===== config.mk =====
export PLATFORM = sky130hd
export DESIGN_NAME = fifo_wr_arbiter_flat
export DESIGN_NICKNAME = d
export VERILOG_FILES = /design/src/rtl/fifo_wr_arbiter_if.sv /design/src/rtl/fifo_wr_arbiter.sv /design/src/flat_wrapper.sv
export SDC_FILE = /design/constraint.sdc
export NUM_CORES = 1
export LEC_CHECK = 0
export CAP_MARGIN = 5
export CORE_MARGIN = 2
export CORE_UTILIZATION = 45
export DETAILED_ROUTE_END_ITERATION = 10
export PLACE_DENSITY = 0.78
export SYNTH_ARGS = -nofsm -noshare
export SYNTH_HDL_FRONTEND = slang
export SYNTH_SLANG_ARGS = --single-unit

===== constraint.sdc =====
create_clock -name clk -period 2.3 [get_ports clk]
set_input_delay 0.46 -clock clk [delete_from_list [all_inputs] [get_ports clk]]
set_output_delay 0.46 -clock clk [all_outputs]
set_load 0.02 [all_outputs]

===== src/rtl/fifo_wr_arbiter_if.sv =====
// Write-side bus shared by NUM_REQ producers, the write arbiter and one FIFO write port.
// Handshake: a producer holds req[i]/its req_data slice stable until it sees gnt[i]; gnt[i]=1
// means that word is written into the FIFO at this clock edge, and gnt is never set while fifo_full.
interface fifo_wr_arbiter_if #(
    parameter int NUM_REQ    = 4,
    parameter int DATA_WIDTH = 2
);
    localparam int OW = $clog2(NUM_REQ);

    logic [NUM_REQ-1:0]            req;
    logic [NUM_REQ*DATA_WIDTH-1:0] req_data;
    logic [NUM_REQ-1:0]            gnt;
    logic                          fifo_full;
    logic                          fifo_wr;
    logic [DATA_WIDTH-1:0]         fifo_data;
    logic                          owner_valid;
    logic [OW-1:0]                 owner;

    modport master (
        output req, req_data, fifo_full,
        input  gnt, fifo_wr, fifo_data, owner_valid, owner
    );

    modport slave (
        input  req, req_data, fifo_full,
        output gnt, fifo_wr, fifo_data, owner_valid, owner
    );
endinterface


===== src/rtl/fifo_wr_arbiter.sv =====
// Round-robin write-port arbiter in front of a FIFO; a granted producer keeps ownership for up
// to MAX_BURST consecutive words. The FSM state is visible as owner_valid (1 exactly in BURST).
module fifo_wr_arbiter #(
    parameter int NUM_REQ    = 4,
    parameter int DATA_WIDTH = 2,
    parameter int MAX_BURST  = 4
) (
    input logic              clk,
    input logic              rst,
    fifo_wr_arbiter_if.slave bus
);
    localparam int PW = $clog2(NUM_REQ);
    localparam int CW = $clog2(MAX_BURST + 1);

    typedef enum logic {IDLE = 1'b0, BURST = 1'b1} state_t;

    state_t                state_q, state_d;
    logic [PW-1:0]         rr_ptr_q, rr_ptr_d;
    logic [PW-1:0]         owner_q, owner_d;
    logic [CW-1:0]         burst_cnt_q, burst_cnt_d;
    logic                  owner_valid_q, owner_valid_d;
    logic [NUM_REQ-1:0]    gnt;
    logic                  cand_found;
    logic [PW-1:0]         cand_idx;
    logic [DATA_WIDTH-1:0] data_mux;

    // Explicit wrap so NUM_REQ need not be a power of two.
    function automatic logic [PW-1:0] wrap_inc(input logic [PW-1:0] i);
        if (int'(i) == NUM_REQ - 1) return '0;
        return i + 1'b1;
    endfunction

    always_comb begin
        int            idx;
        logic [PW-1:0] pos;
        idx        = 0;
        pos        = '0;
        cand_found = 1'b0;
        cand_idx   = '0;
        for (int k = 0; k < NUM_REQ; k++) begin
            idx = int'(rr_ptr_q) + k;
            if (idx >= NUM_REQ) idx = idx - NUM_REQ;
            pos = PW'(idx);
            if (!cand_found && bus.req[pos]) begin
                cand_found = 1'b1;
                cand_idx   = pos;
            end
        end
    end

    always_comb begin
        state_d     = state_q;
        rr_ptr_d    = rr_ptr_q;
        owner_d     = owner_q;
        burst_cnt_d = burst_cnt_q;
        gnt         = '0;
        case (state_q)
            IDLE: begin
                if (cand_found && !bus.fifo_full) begin
                    gnt[cand_idx] = 1'b1;
                    if (MAX_BURST > 1) begin
                        state_d     = BURST;
                        owner_d     = cand_idx;
                        burst_cnt_d = CW'(1);
                    end else begin
                        rr_ptr_d = wrap_inc(cand_idx);
                    end
                end
            end
            BURST: begin
                if (!bus.req[owner_q]) begin
                    // Owner let go: one bubble cycle, then arbitrate from the next producer.
                    state_d     = IDLE;
                    rr_ptr_d    = wrap_inc(owner_q);
                    owner_d     = '0;
                    burst_cnt_d = '0;
                end else if (!bus.fifo_full) begin
                    gnt[owner_q] = 1'b1;
                    if (burst_cnt_q + 1'b1 == CW'(MAX_BURST)) begin
                        state_d     = IDLE;
                        rr_ptr_d    = wrap_inc(owner_q);
                        owner_d     = '0;
                        burst_cnt_d = '0;
                    end else begin
                        burst_cnt_d = burst_cnt_q + 1'b1;
                    end
                end
            end
            default: state_d = IDLE;
        endcase
        if (rst) gnt = '0;
        owner_valid_d = (state_d == BURST);
    end

    always_comb begin
        data_mux = '0;
        for (int i = 0; i < NUM_REQ; i++) begin
            if (gnt[i]) data_mux = data_mux | bus.req_data[i*DATA_WIDTH +: DATA_WIDTH];
        end
    end

    always_ff @(posedge clk) begin
        if (rst) begin
            state_q       <= IDLE;
            rr_ptr_q      <= '0;
            owner_q       <= '0;
            burst_cnt_q   <= '0;
            owner_valid_q <= 1'b0;
        end else begin
            state_q       <= state_d;
            rr_ptr_q      <= rr_ptr_d;
            owner_q       <= owner_d;
            burst_cnt_q   <= burst_cnt_d;
            owner_valid_q <= owner_valid_d;
        end
    end

    assign bus.gnt         = gnt;
    assign bus.fifo_wr     = |gnt;
    assign bus.fifo_data   = data_mux;
    assign bus.owner_valid = owner_valid_q;
    assign bus.owner       = owner_q;
endmodule


===== src/flat_wrapper.sv =====
// flat-port wrapper written by rule: the top's interface ports become plain ports
module fifo_wr_arbiter_flat 
#(
    parameter int NUM_REQ    = 4,
    parameter int DATA_WIDTH = 2,
    parameter int MAX_BURST  = 4
)
  (clk, rst, bus_req, bus_req_data, bus_fifo_full, bus_gnt, bus_fifo_wr, bus_fifo_data, bus_owner_valid, bus_owner);
  fifo_wr_arbiter_if #(.NUM_REQ(NUM_REQ), .DATA_WIDTH(DATA_WIDTH)) bus_i ();
  input logic clk;
  input logic rst;
  input wire logic [$bits(bus_i.req)-1:0] bus_req;
  input wire logic [$bits(bus_i.req_data)-1:0] bus_req_data;
  input wire logic [$bits(bus_i.fifo_full)-1:0] bus_fifo_full;
  output wire logic [$bits(bus_i.gnt)-1:0] bus_gnt;
  output wire logic [$bits(bus_i.fifo_wr)-1:0] bus_fifo_wr;
  output wire logic [$bits(bus_i.fifo_data)-1:0] bus_fifo_data;
  output wire logic [$bits(bus_i.owner_valid)-1:0] bus_owner_valid;
  output wire logic [$bits(bus_i.owner)-1:0] bus_owner;
  assign bus_i.req = bus_req;
  assign bus_i.req_data = bus_req_data;
  assign bus_i.fifo_full = bus_fifo_full;
  assign bus_gnt = bus_i.gnt;
  assign bus_fifo_wr = bus_i.fifo_wr;
  assign bus_fifo_data = bus_i.fifo_data;
  assign bus_owner_valid = bus_i.owner_valid;
  assign bus_owner = bus_i.owner;
  fifo_wr_arbiter #(.NUM_REQ(NUM_REQ), .DATA_WIDTH(DATA_WIDTH), .MAX_BURST(MAX_BURST)) u_core (.clk(clk), .rst(rst), .bus(bus_i));
endmodule

**Word-level counts from Yosys, hierarchy flattened**

Cells that the tools add are included.

- Muxes and demuxes: 64
- Bitwise gates (word level): 4
- Reduce and logical (&&, ||, !) cells: 14
- $lt $le $gt $ge: 12
- Add/sub/neg operators: 9
- Equality and inequality tests: 5

Operators by type and width:

| kind | number |
|---|---|
| $mux 2 | 23 |
| $mux 1 | 22 |
| $lt 2x3->1 const B | 6 |
| $mux 4 | 4 |
| $mux 3 | 4 |
| $bmux 1 s2 | 5 |
| $ge 3x3->1 const B | 3 |
| $pmux 4 s2 | 1 |
| $sub 2x1->2 const B | 4 |
| $add 2x2->3 const B | 2 |
| $logic_and 1x1->1 | 6 |
| $ne 3x3->1 const B | 2 |
| $or 2x2->2 | 3 |
| $pmux 3 s2 | 1 |
| $reduce_and 3->1 | 2 |
| $demux 1 s2 | 2 |
| $ge 2x1->1 const B | 2 |
| $logic_not 1->1 | 4 |
| $pmux 2 s2 | 1 |
| $reduce_or 4->1 | 1 |
| $add 2x1->3 const B | 1 |
| $add 3x1->3 const B | 1 |
| $eq 3x3->1 const B | 1 |
| $ge 2x3->1 const B | 1 |
| 6 further kinds | 6 |

- Logic and storage cells: 112
- Input bits: 15
- Flip-flop bits (word level): 8

**Depth between registers and ports, before layout**

- Depth in word-level cells: 28
- Depth in mapped cells: 7
- Depth with buffers taken out: 7

**Worst setup path before layout**

OpenSTA, ideal clock, no wires.

- Kind: input-to-output
- Start: input bus_req[2]
- End: output bus_fifo_data[0]
- Cell stages on the path: 6
- Arrival time: 1966 ps
- Slack: -126 ps
- Cells stage by stage: nor2b_1 a311oi_2 or2_0 buf_4 a211oi_1 o41ai_1

- Longest elaborated chain between the ends: 26
- Elaborated cells on any way between the ends: 41
- Classes of those cells: order compare: 2; mux: 28; bitwise: 3; reduce/logical: 8

RTL lines:

| element | line | RTL |
|---|---|---|
| start, declared | flat_wrapper.sv:12 | `input wire logic [$bits(bus_i.req)-1:0] bus_req;` |
| $bmux 1 s2 | fifo_wr_arbiter.sv:44 | `if (!cand_found && bus.req[pos]) begin` |
| $mux 1 (implied by the code) | fifo_wr_arbiter.sv:44 |  |
| $mux 1 | fifo_wr_arbiter.sv:44 |  |
| $logic_not 1->1 | fifo_wr_arbiter.sv:44 |  |
| $logic_and 1x1->1 | fifo_wr_arbiter.sv:44 |  |
| $mux 1 | fifo_wr_arbiter.sv:44 |  |
| $logic_not 1->1 | fifo_wr_arbiter.sv:44 |  |
| $logic_and 1x1->1 | fifo_wr_arbiter.sv:44 |  |
| [10 not listed] | - |  |
| $mux 4 * | fifo_wr_arbiter.sv:91 | `if (rst) gnt = '0;` |
| $mux 2 | fifo_wr_arbiter.sv:98 | `if (gnt[i]) data_mux = data_mux \| bus.req_data[i*DATA_WIDTH +: DATA_WIDTH];` |
| $or 2x2->2 | fifo_wr_arbiter.sv:98 |  |
| $mux 2 | fifo_wr_arbiter.sv:98 |  |
| $or 2x2->2 | fifo_wr_arbiter.sv:98 |  |
| $mux 2 | fifo_wr_arbiter.sv:98 |  |
| $or 2x2->2 | fifo_wr_arbiter.sv:98 |  |
| $mux 2 * | fifo_wr_arbiter.sv:98 |  |
| end, declared | flat_wrapper.sv:17 | `output wire logic [$bits(bus_i.fifo_data)-1:0] bus_fifo_data;` |

Mark *: on every way between the ends. The rest lies on a longest branch, timed or not. The select of a mux whose other input is x is not followed.

**Worst setup path after layout**

- Start: register u_core.owner_q[0], in the netlist u_core.bus.owner[0]
- End: output bus_fifo_data[0]

- Longest elaborated chain between the ends: 15
- Elaborated cells on any way between the ends: 18
- Classes of those cells: order compare: 2; mux: 12; bitwise: 3; reduce/logical: 1

RTL lines:

| element | line | RTL |
|---|---|---|
| start, declared | fifo_wr_arbiter.sv:19 | `logic [PW-1:0] owner_q, owner_d;` |
| start signal, assigned | fifo_wr_arbiter.sv:112 | `owner_q <= owner_d;` |
| $lt 2x3->1 (implied by the code) or $ge 2x1->1 (tied branches) | fifo_wr_arbiter.sv:78 | `gnt[owner_q] = 1'b1;` |
| $logic_and 1x1->1 (implied by the code) | fifo_wr_arbiter.sv:78 |  |
| $mux 1 (implied by the code) | fifo_wr_arbiter.sv:78 |  |
| $demux 1 s2 | - |  |
| $mux 4 | fifo_wr_arbiter.sv:77 | `end else if (!bus.fifo_full) begin` |
| $mux 4 * | fifo_wr_arbiter.sv:71 | `if (!bus.req[owner_q]) begin` |
| $pmux 4 s2 * | fifo_wr_arbiter.sv:57 | `case (state_q)` |
| $mux 4 * | fifo_wr_arbiter.sv:91 |  |
| $mux 2 | fifo_wr_arbiter.sv:98 |  |
| $or 2x2->2 | fifo_wr_arbiter.sv:98 |  |
| $mux 2 | fifo_wr_arbiter.sv:98 |  |
| $or 2x2->2 | fifo_wr_arbiter.sv:98 |  |
| $mux 2 | fifo_wr_arbiter.sv:98 |  |
| $or 2x2->2 | fifo_wr_arbiter.sv:98 |  |
| $mux 2 * | fifo_wr_arbiter.sv:98 |  |

Marked as above.

==> impl_results.md <==
* I/O pin count at 25
* Die X-Extent at 45.9 microns
* Yosys top cell by area: dfxtp_1
* Peak supply drop at around 0.38 mV
* DRT Pass-1 Iters at 4
* Commonest non-fill, non-tap cells in the layout: 36 x buf_4, 13 x nor2_1, 11 x clkdlybuf4s50_1, 6 x buf_2, 6 x dfxtp_1
* Clock Skew at between 0.004 and 0.005 ns
* First-pass GRT wire length at roughly 4.6 mm
* Via count at 1099
* GRT Max-Usage Layer: met2
* Antenna violations before repair at 0
* Switching fraction of total power at 0.366
* Worst reg-to-reg path cell count at 7
* Area of the die at ~0.0021 sq mm
* Nets@finish at 180
* Worst path top cell family by delay: multiplexers
* RSZ-0062 raised after global routing: true
* Failing checks: setup timing
* Final min period at roughly 2.4 ns
* Share of layout cells above drive strength 1 at 0.516
* Worst-path fanout max at 4
* Synth unique cells at 36
* Fill count at 88
* Slew HR at 0.745
* Status: finished, violations left
* Top-area cell type share of the netlist area at 0.203
* Critical path arrival at a little under 2 ns
* GRT Total Usage at 0.314
* Fin crit share at 1.06
* Final Hold Fails at 0
* Path length in cells of the critical path at 6
* Internal power at between 300 and 400 uW
* Root Buffer: clkbuf_4
* Switching pwr at between 150 and 200 uW
* Routed WL per cell at roughly 19 microns
* Met3 usage at 0.0476
* M1 GR Usage at 0.377
* CTS tree: yes
* P_leak at about 0.63 nW
* Synth warnings at 0
* Pre-CTS setup slack at -0.955 ns
* FMAX at around 400 MHz
* Clock power share at 0.210
* Gr ovfl total at 0
* TNS Setup at -0.453 ns
* Crit start category: flop
* CP cell instances: mux4_2 > and2_4 > nor3b_2 > a41oi_2 > o41ai_2 > buf_2
* Most common cell after layout, fill and taps aside: buf_4
* Slowest CP cell: mux4_2
* WHS Path Cells at 2
* Crit. End Element: output port
* Drt via density at between 6 and 7
* Worst Tran Pin Value at roughly 0.38 ns
* Ant. Diodes at 0
* Synthesized area per cell at slightly below 8 sq um
* Vias in the first global route at between 1k and 1.5k
* Cts hold-fix bufs at 0
* Largest cells by area after synthesis: dfxtp_1 20%, ha_1 9.5%, nor2_1 6.7%
* Placed Cells at ~160
* Area of the mapped netlist at 790 sq um
* Dpl hpwl at approximately 2.1 mm
* MaxCap Viol Count at 0
* DRC at 0
* Hold Path Class: flop to flop
* DR iter-0 viols at 22
* Row cnt at 15
* Seq/Total Area, Yosys at 0.203
* H-tree lvl count at 1
* Reg power frac at 0.284
* Max Slew Vio Count at 0
* Total wire length at between 3 and 4 mm
* Mapped Cells at 100
* CP peak stage delay at 0.54 ns
* Worst setup margin at -0.142 ns
* Routed Antenna Nets at 0
* Met2 usage at 0.508
* Layout area overhead at 83.4%
* Clk_lat worst skew at approximately 0.27 ns
* Syn nets at around 120
* Layout Utilization at 0.857
* GPL Wtd Cong at ~0.85
* I/O Buffers at 24
* Buf/Inv on CP at 1
* Largest net degree at the start of global routing at 13
* Crit path kind: flop to output port
* Hold Slack at approximately 0.52 ns
* CP required at ~1.8 ns
* Worst-path clk slew at ~0.060 ns
* Pwr dens at between 300 and 400 mW/mm^2
* Die height at roughly 46 microns
* Finished Layout Cells at ~170
* Initial Utilization at 0.467
* Clock sink count at 8
* #FFs+latches synth at 8
* Max clock buf depth at 2
* Gate power share at 0.507
* Final setup viols at 6
* Core ar. at between 0.0015 and 0.002 sq mm
* CTS Buf Count at 3
[power groups by stage]
stage / logic, mW / clock network (mW) / registers, mW
after floorplan: 0.0992 / 0 / 0.162
after global placement: 0.212 / 0 / 0.156
after detailed placement: 0.219 / 0 / 0.157
after CTS: 0.232 / 0.118 / 0.153
after global routing: 0.290 / 0.123 / 0.154
final: 0.274 / 0.113 / 0.154
[path summary, 6_finish.rpt]
kind,start,end,slack [ns]
min,u_core.burst_cnt_q[2]$_SDFFE_PP0P_,u_core.burst_cnt_q[2]$_SDFFE_PP0P_,0.52
max reg2reg,u_core.bus.owner[0]$_SDFFE_PP0P_,u_core.burst_cnt_q[0]$_SDFFE_PP0P_,0.37
max,u_core.bus.owner[0]$_SDFFE_PP0P_,bus_fifo_data[0],-0.14
min reg2reg,u_core.burst_cnt_q[2]$_SDFFE_PP0P_,u_core.burst_cnt_q[2]$_SDFFE_PP0P_,0.52
[registers in the layout, summed over array words and instances, names as in the netlist]
register	cells
u_core.burst_cnt_q	3
u_core.bus.owner	2
u_core.rr_ptr_q	2
u_core.state_q	1
[worst reg2reg max path, stage by stage (launching register included)]
cell      delay [ns]
dfxtp_4         0.37
mux4_2          0.54
buf_4           0.16
buf_4           0.13
nand2_1         0.08
o21ai_0         0.12
nor2b_1         0.16
a311oi_1        0.28
[routing by layer]
metal  up-vias  wire [microns]
met4         0             137
met1       525            1350
met5         -               0
met3        17             185
met2        57            1600
li1        500               -
[stage by stage]
| stage | power, mW | area, sq um |
|---|---|---|
| final | 0.541 | 1450 |
| after global routing | 0.568 | 1450 |
| after CTS | 0.504 | 1330 |
| after detailed placement | 0.376 | 1250 |
| after global placement | 0.369 | 1250 |
| after floorplan | 0.262 | 806 |
[cell families after synthesis]
group | after synthesis | share of synthesized area
and+or+nand+nor | 44 | 0.296
AOI/OAI and AO/OA | 30 | 0.287
buffers and inverters | 8 | 0.0539
DFF | 8 | 0.203
adders and majority gates | 6 | 0.0951
muxes | 3 | 0.0539
xor gates and xnor gates | 1 | 0.0111
[synth_stat cells (all sizes together)]
master	number
mux2i	2
xnor2	1
mux4	1
a32oi	4
a22o	2
nor3b	4
nor2	14
dfxtp	8
nor3	2
a221oi	2
a311oi	2
inv	3
or2	1
clkbuf	2
nand2b	3
nand2	6
o21ai	3
nand3	4
o41ai	3
nor4	1
buf	3
or3	3
nor2b	2
or2b	1
and2b	2
a22oi	1
a21oi	8
a211oi	3
ha	6
and2	1
a41oi	2
[final cells by class]
| cell class | instances | area, sq um | area share |
|---|---|---|---|
| multi-input combinational | 84 | 748 | 0.517 |
| timing repair buffer | 59 | 477 | 0.329 |
| sequential | 8 | 168 | 0.116 |
| clock buffer | 3 | 22.5 | 0.0156 |
| tap | 17 | 21.3 | 0.0147 |
| inverter | 3 | 11.3 | 0.00778 |
[timing repair]
action,CTS,global route
buffers inserted,4,3
pin swaps,2,12
gates resized for setup,62,25
hold endpoints to repair,0,0
setup endpoints to repair,7,7
Note: power is estimated with default switching activity, not from simulation.
